<file path="config.mk">
export PLATFORM = sky130hd
export DESIGN_NAME = mem_arbiter
export DESIGN_NICKNAME = d
export VERILOG_FILES = /design/src/rtl/tartaruga_pkg.sv /design/src/rtl/mem_arbiter.sv
export SDC_FILE = /design/constraint.sdc
export NUM_CORES = 1
export LEC_CHECK = 0
export CORE_AREA = 2 2 255 257
export CTS_CLUSTER_DIAMETER = 200
export DETAILED_ROUTE_END_ITERATION = 10
export DIE_AREA = 0 0 257 259
export PLACE_DENSITY = 0.42
export SKIP_CTS_REPAIR_TIMING = 1
export SLEW_MARGIN = 25
export SYNTH_ARGS = -nofsm -noshare
export SYNTH_HDL_FRONTEND = slang
export SYNTH_SLANG_ARGS = --single-unit
export TNS_END_PERCENT = 50
</file>
<file path="constraint.sdc">
create_clock -name clk_i -period 1.75 [get_ports clk_i]
set_input_delay 0.175 -clock clk_i [delete_from_list [all_inputs] [get_ports clk_i]]
set_output_delay 0.175 -clock clk_i [all_outputs]
set_load 0.02 [all_outputs]
</file>
<file path="src/rtl/tartaruga_pkg.sv">
// Shared types for the tartaruga memory subsystem: arbiter FSM states,
// requester identities and the 32-bit bus word type.
package tartaruga_pkg;

    typedef logic [31:0] bus32_t;

    typedef enum logic [1:0] {
        IDLE,
        ISSUE,
        WAIT,
        RESP
    } mem_arb_state_t;

    typedef enum logic {
        PORT_I,
        PORT_D
    } mem_port_e;

    localparam bus32_t BUS_ZERO = 32'h0000_0000;

    // On a tie the port that did not win last time is chosen.
    function automatic mem_port_e pick_port(
        input logic      i_valid,
        input logic      d_valid,
        input mem_port_e lastGrant
    );
        mem_port_e port;
        if (i_valid && d_valid) begin
            port = (lastGrant == PORT_I) ? PORT_D : PORT_I;
        end else if (d_valid) begin
            port = PORT_D;
        end else begin
            port = PORT_I;
        end
        return port;
    endfunction

endpackage

</file>
<file path="src/rtl/mem_arbiter.sv">
// Arbitrates icache and dcache line requests onto a single data memory port,
// keeping at most one transaction in flight and returning exactly one response.
module mem_arbiter
    import tartaruga_pkg::*;
#(
    parameter int LINE_W = 128
) (
    input  logic              clk_i,
    input  logic              rstn_i,

    input  logic              i_req_valid_i,
    output logic              i_req_ready_o,
    input  bus32_t            i_addr_i,
    output logic              i_rsp_valid_o,
    input  logic              i_rsp_ready_i,
    output bus32_t            i_rsp_addr_o,
    output logic [LINE_W-1:0] i_data_line_o,

    input  logic              d_req_valid_i,
    output logic              d_req_ready_o,
    input  bus32_t            d_addr_i,
    input  logic              d_we_i,
    input  bus32_t            d_data_wr_i,
    output logic              d_rsp_valid_o,
    input  logic              d_rsp_ready_i,
    output bus32_t            d_rsp_addr_o,
    output logic [LINE_W-1:0] d_data_line_o,

    output logic              m_req_valid_o,
    input  logic              m_req_ready_i,
    output bus32_t            m_addr_o,
    output logic              m_we_o,
    output bus32_t            m_data_wr_o,
    input  logic              m_rsp_valid_i,
    output logic              m_rsp_ready_o,
    input  bus32_t            m_rsp_addr_i,
    input  logic [LINE_W-1:0] m_data_line_i
);

    mem_arb_state_t    r_state;
    mem_arb_state_t    w_nextState;
    mem_port_e         r_grant;
    mem_port_e         r_lastGrant;
    bus32_t            r_addr;
    logic              r_we;
    bus32_t            r_wdata;
    bus32_t            r_rspAddr;
    logic [LINE_W-1:0] r_rspLine;

    mem_port_e         w_grant;
    logic              w_accept;
    bus32_t            w_capAddr;
    logic              w_capWe;
    bus32_t            w_capData;
    logic              w_reqHs;
    logic              w_rspCapture;
    logic              w_rspHs;

    assign w_grant = pick_port(i_req_valid_i, d_req_valid_i, r_lastGrant);

    // Readiness is masked during reset so no request is acknowledged and then lost.
    assign w_accept = (r_state == IDLE) && rstn_i && (i_req_valid_i || d_req_valid_i);

    assign i_req_ready_o = w_accept && (w_grant == PORT_I);
    assign d_req_ready_o = w_accept && (w_grant == PORT_D);

    always_comb begin
        w_capAddr = i_addr_i;
        w_capWe   = 1'b0;
        w_capData = BUS_ZERO;
        if (w_grant == PORT_D) begin
            w_capAddr = d_addr_i;
            w_capWe   = d_we_i;
            w_capData = d_data_wr_i;
        end
    end

    assign w_reqHs      = (r_state == ISSUE) && m_req_ready_i;
    assign w_rspCapture = (r_state == WAIT) && m_rsp_valid_i;
    assign w_rspHs      = (r_state == RESP) &&
                          ((r_grant == PORT_I) ? i_rsp_ready_i : d_rsp_ready_i);

    always_ff @(posedge clk_i) begin
        if (!rstn_i) begin
            r_state     <= IDLE;
            r_grant     <= PORT_I;
            r_lastGrant <= PORT_I;
            r_addr      <= BUS_ZERO;
            r_we        <= 1'b0;
            r_wdata     <= BUS_ZERO;
            r_rspAddr   <= BUS_ZERO;
            r_rspLine   <= '0;
        end else begin
            r_state <= w_nextState;
            if (w_accept) begin
                r_grant <= w_grant;
                r_addr  <= w_capAddr;
                r_we    <= w_capWe;
                r_wdata <= w_capData;
            end
            if (w_rspCapture) begin
                r_rspAddr <= m_rsp_addr_i;
                r_rspLine <= m_data_line_i;
            end
            if (w_rspHs) begin
                r_lastGrant <= r_grant;
            end
        end
    end

    always_comb begin
        w_nextState   = r_state;
        m_req_valid_o = 1'b0;
        m_rsp_ready_o = 1'b0;
        i_rsp_valid_o = 1'b0;
        d_rsp_valid_o = 1'b0;
        case (r_state)
            IDLE: begin
                if (w_accept) begin
                    w_nextState = ISSUE;
                end
            end
            ISSUE: begin
                m_req_valid_o = 1'b1;
                if (w_reqHs) begin
                    w_nextState = WAIT;
                end
            end
            WAIT: begin
                m_rsp_ready_o = 1'b1;
                if (w_rspCapture) begin
                    w_nextState = RESP;
                end
            end
            RESP: begin
                i_rsp_valid_o = (r_grant == PORT_I);
                d_rsp_valid_o = (r_grant == PORT_D);
                if (w_rspHs) begin
                    w_nextState = IDLE;
                end
            end
            default: begin
                w_nextState = IDLE;
            end
        endcase
    end

    assign m_addr_o      = r_addr;
    assign m_we_o        = r_we;
    assign m_data_wr_o   = r_wdata;

    assign i_rsp_addr_o  = r_rspAddr;
    assign i_data_line_o = r_rspLine;
    assign d_rsp_addr_o  = r_rspAddr;
    assign d_data_line_o = r_rspLine;

endmodule

</file>
==> metrics.yaml <==
status: "finished with violations"
violations: "setup timing"
ios: 656
dr.pass1.iters: 4
crit_arrival_ps: 1610
grt_overflow: 0
holdPathStages: 3
ys_async_sr_fraction: 0
drt-initial-drc-count: 270
cp-start-kind: "register"
reg2reg_depth: 6
tightest_slew_ps: 409
vias_per_cell: 3.70
grt_pass1_vias: 9363
grt_use_total: 0.113
synth-seq-area-share: 0.493
numCtsBuffers: 28
rrSetupSlack_ps: 90
grt_pass1_wl_microns: 58600
met3_usage: 0.0301
numClockSinks: 229
relSlewSlack: 0.728
use_met2: 0.212
vias: 9246
design_area_sq_um: 18000
cp_max_fo: 4
ys_top_cells_by_area: "dfxtp_1, nand2_1, buf_4"
synth_area_leader_cell: "dfxtp_1"
drv_slew: 0
start_util: 0.146
vdd_drop_max_uv: 635
path_class: "reg2out"
fin_skew_ps: 7.31
final_layout_size_suffix_gt1_frac: 0.0809
total_power_w: 0.0194
endpoint: "i_req_ready_o"
clkLatencyLatePin_ps: 560
root_buffer: "clkbuf_16"
netlist_top_cells_count: "nand2_1, dfxtp_1, buf_4, a21oi_1, clkbuf_1"
chipHeight_microns: 259
place_area_sq_um: 16100
synth_flop_cell: "dfxtp_1"
antenna_found_initial: 4
ys_ff_latch: 229
synth_warnings: 0
cts_tree: "built"
synth_edf_count: 0
min_path_type: "in2reg"
fin_util: 0.282
setup_violations: 1
critical_path.endpoint_type: "primary output"
chipWidth_microns: 257
period_share: 1.02
wire_per_inst_microns: 16.3
synth_area_sq_um: 9300
core_area_sq_um: 63900
path_clk_slew_ps: 60
critical_path.startpoint: "r_state[0]"
leakage_nw: 12.0
die-area_sq_um: 66600
cts_htree_levels: 1
use_met1: 0.126
syn_to_final_growth_pct: 93.5
dpl.hpwl_microns: 32000
min_period_ps: 1790
max_cap_viol_count: 0
drcViolationCount: 0
synth_top_cell_area_share: 0.493
grt_setup_unrepaired: "yes"
clockBufferDepth: 3
ys_types: 26
portBuffers: 655
multiInputGateArea_sq_um: 3260
gp_congestion: 0.764
busiest_layer: "met2"
hold_violations: 0
rows: 93
wl_microns: 40700
grt_max_degree: 38
yosysMostFrequentCell: "nand2_1"
tns_ps: -38.4
seq_area_sq_um: 4590
max_freq_mhz: 559
synth_area_per_cell_sq_um: 8.40
nNetsFinal: 1891
rr_endpoint: "r_state[1]"
fillers: 6668
cp.required_ps: 1570
r2r-start: "r_state[1]"
worst_slack_ps: -38.4
post_synth_inst_count: 1107
synth_nets: 1376
power_density_nw_per_um2: 1080
ant_nets: 0
[sequential cells by signal, summed over array words and instances (netlist names)]
| signal | cells |
|---|---|
| m_addr_o | 32 |
| r_state | 2 |
| m_we_o | 1 |
| d_rsp_addr_o | 32 |
| r_grant | 1 |
| d_data_line_o | 128 |
| r_lastGrant | 1 |
| m_data_wr_o | 32 |
[per-stage QoR]
step	setup slack (ps)	instances	hold slack, ps
detailed placement	-233	2441	453
global route	-102	2500	140
floorplan	95.3	1107	308
CTS	-560	2493	125
finish	-38.4	2501	165
global placement	-217	2441	458
[worst min path at each step]
stage | startpoint | to | slack [ps]
after global placement | d_rsp_addr_o[13] | d_rsp_addr_o[13] | 460
after CTS | m_rsp_addr_i[25] | d_rsp_addr_o[25] | 130
after detailed placement | m_data_wr_o[11] | m_data_wr_o[11] | 450
after global routing | m_rsp_addr_i[1] | d_rsp_addr_o[1] | 140
final | m_rsp_addr_i[1] | d_rsp_addr_o[1] | 170
after floorplan | d_data_wr_i[0] | m_data_wr_o[0] | 310
[routing by layer]
layer,wire (microns),up-vias
met5,13,-
met4,967,2
met3,3330,53
met2,20900,402
met1,15500,4275
li1,-,4514
[cell type report]
cell class              instances  area share
diodes                          2    0.000278
repair buffers                718       0.451
flip-flops and latches        229       0.255
inverters                       6     0.00153
well taps                     855      0.0594
clock inverters                 5     0.00299
clock buffers                  47      0.0491
multi-input cells             639       0.181
[critical path, stage by stage, from the launching register on]
cell	delay, ps
dfxtp_2	320
inv_2	90
ha_4	150
buf_6	110
nand3_4	60
a21oi_4	180
buf_6	160
[where the power goes]
part | total [W] | internal (W) | switching, W
sequential | 0.00653 | 0.00597 | 0.000566
clock | 0.00583 | 0.00355 | 0.00228
combinational | 0.00702 | 0.00341 | 0.00361
total | 0.0194 | 0.0129 | 0.00646
[logic make-up after synthesis]
family	after synthesis	share of synthesized area
AOI/OAI and AO/OA	236	0.152
adders and majority gates	4	0.00538
buffers and inverters	239	0.166
DFF	229	0.493
muxes	32	0.0346
and+or+nand+nor	367	0.150
[layout by cell type (no fill, tap or decap), types with 2 or more instances in the layout]
cell type / Yosys / final
a21oi_1: 163 / 162
clkbuf_16: 0 / 29
dfxtp_2: 0 / 2
buf_12: 0 / 21
clkinv_2: 0 / 3
mux2i_1: 31 / 31
a22oi_1: 3 / 3
nor2_1: 31 / 31
ha_4: 0 / 2
dlymetal6s2s_1: 0 / 333
clkbuf_1: 45 / 9
buf_6: 0 / 4
nand2_1: 330 / 329
dfxtp_1: 229 / 227
diode_2: 0 / 2
buf_4: 164 / 42
clkbuf_2: 0 / 2
inv_2: 0 / 2
clkbuf_8: 0 / 9
a211oi_1: 29 / 29
inv_1: 6 / 3
o21ai_0: 2 / 2
a22o_1: 34 / 34
clkdlybuf4s50_1: 0 / 315
(Power assumes the default switching activity.)
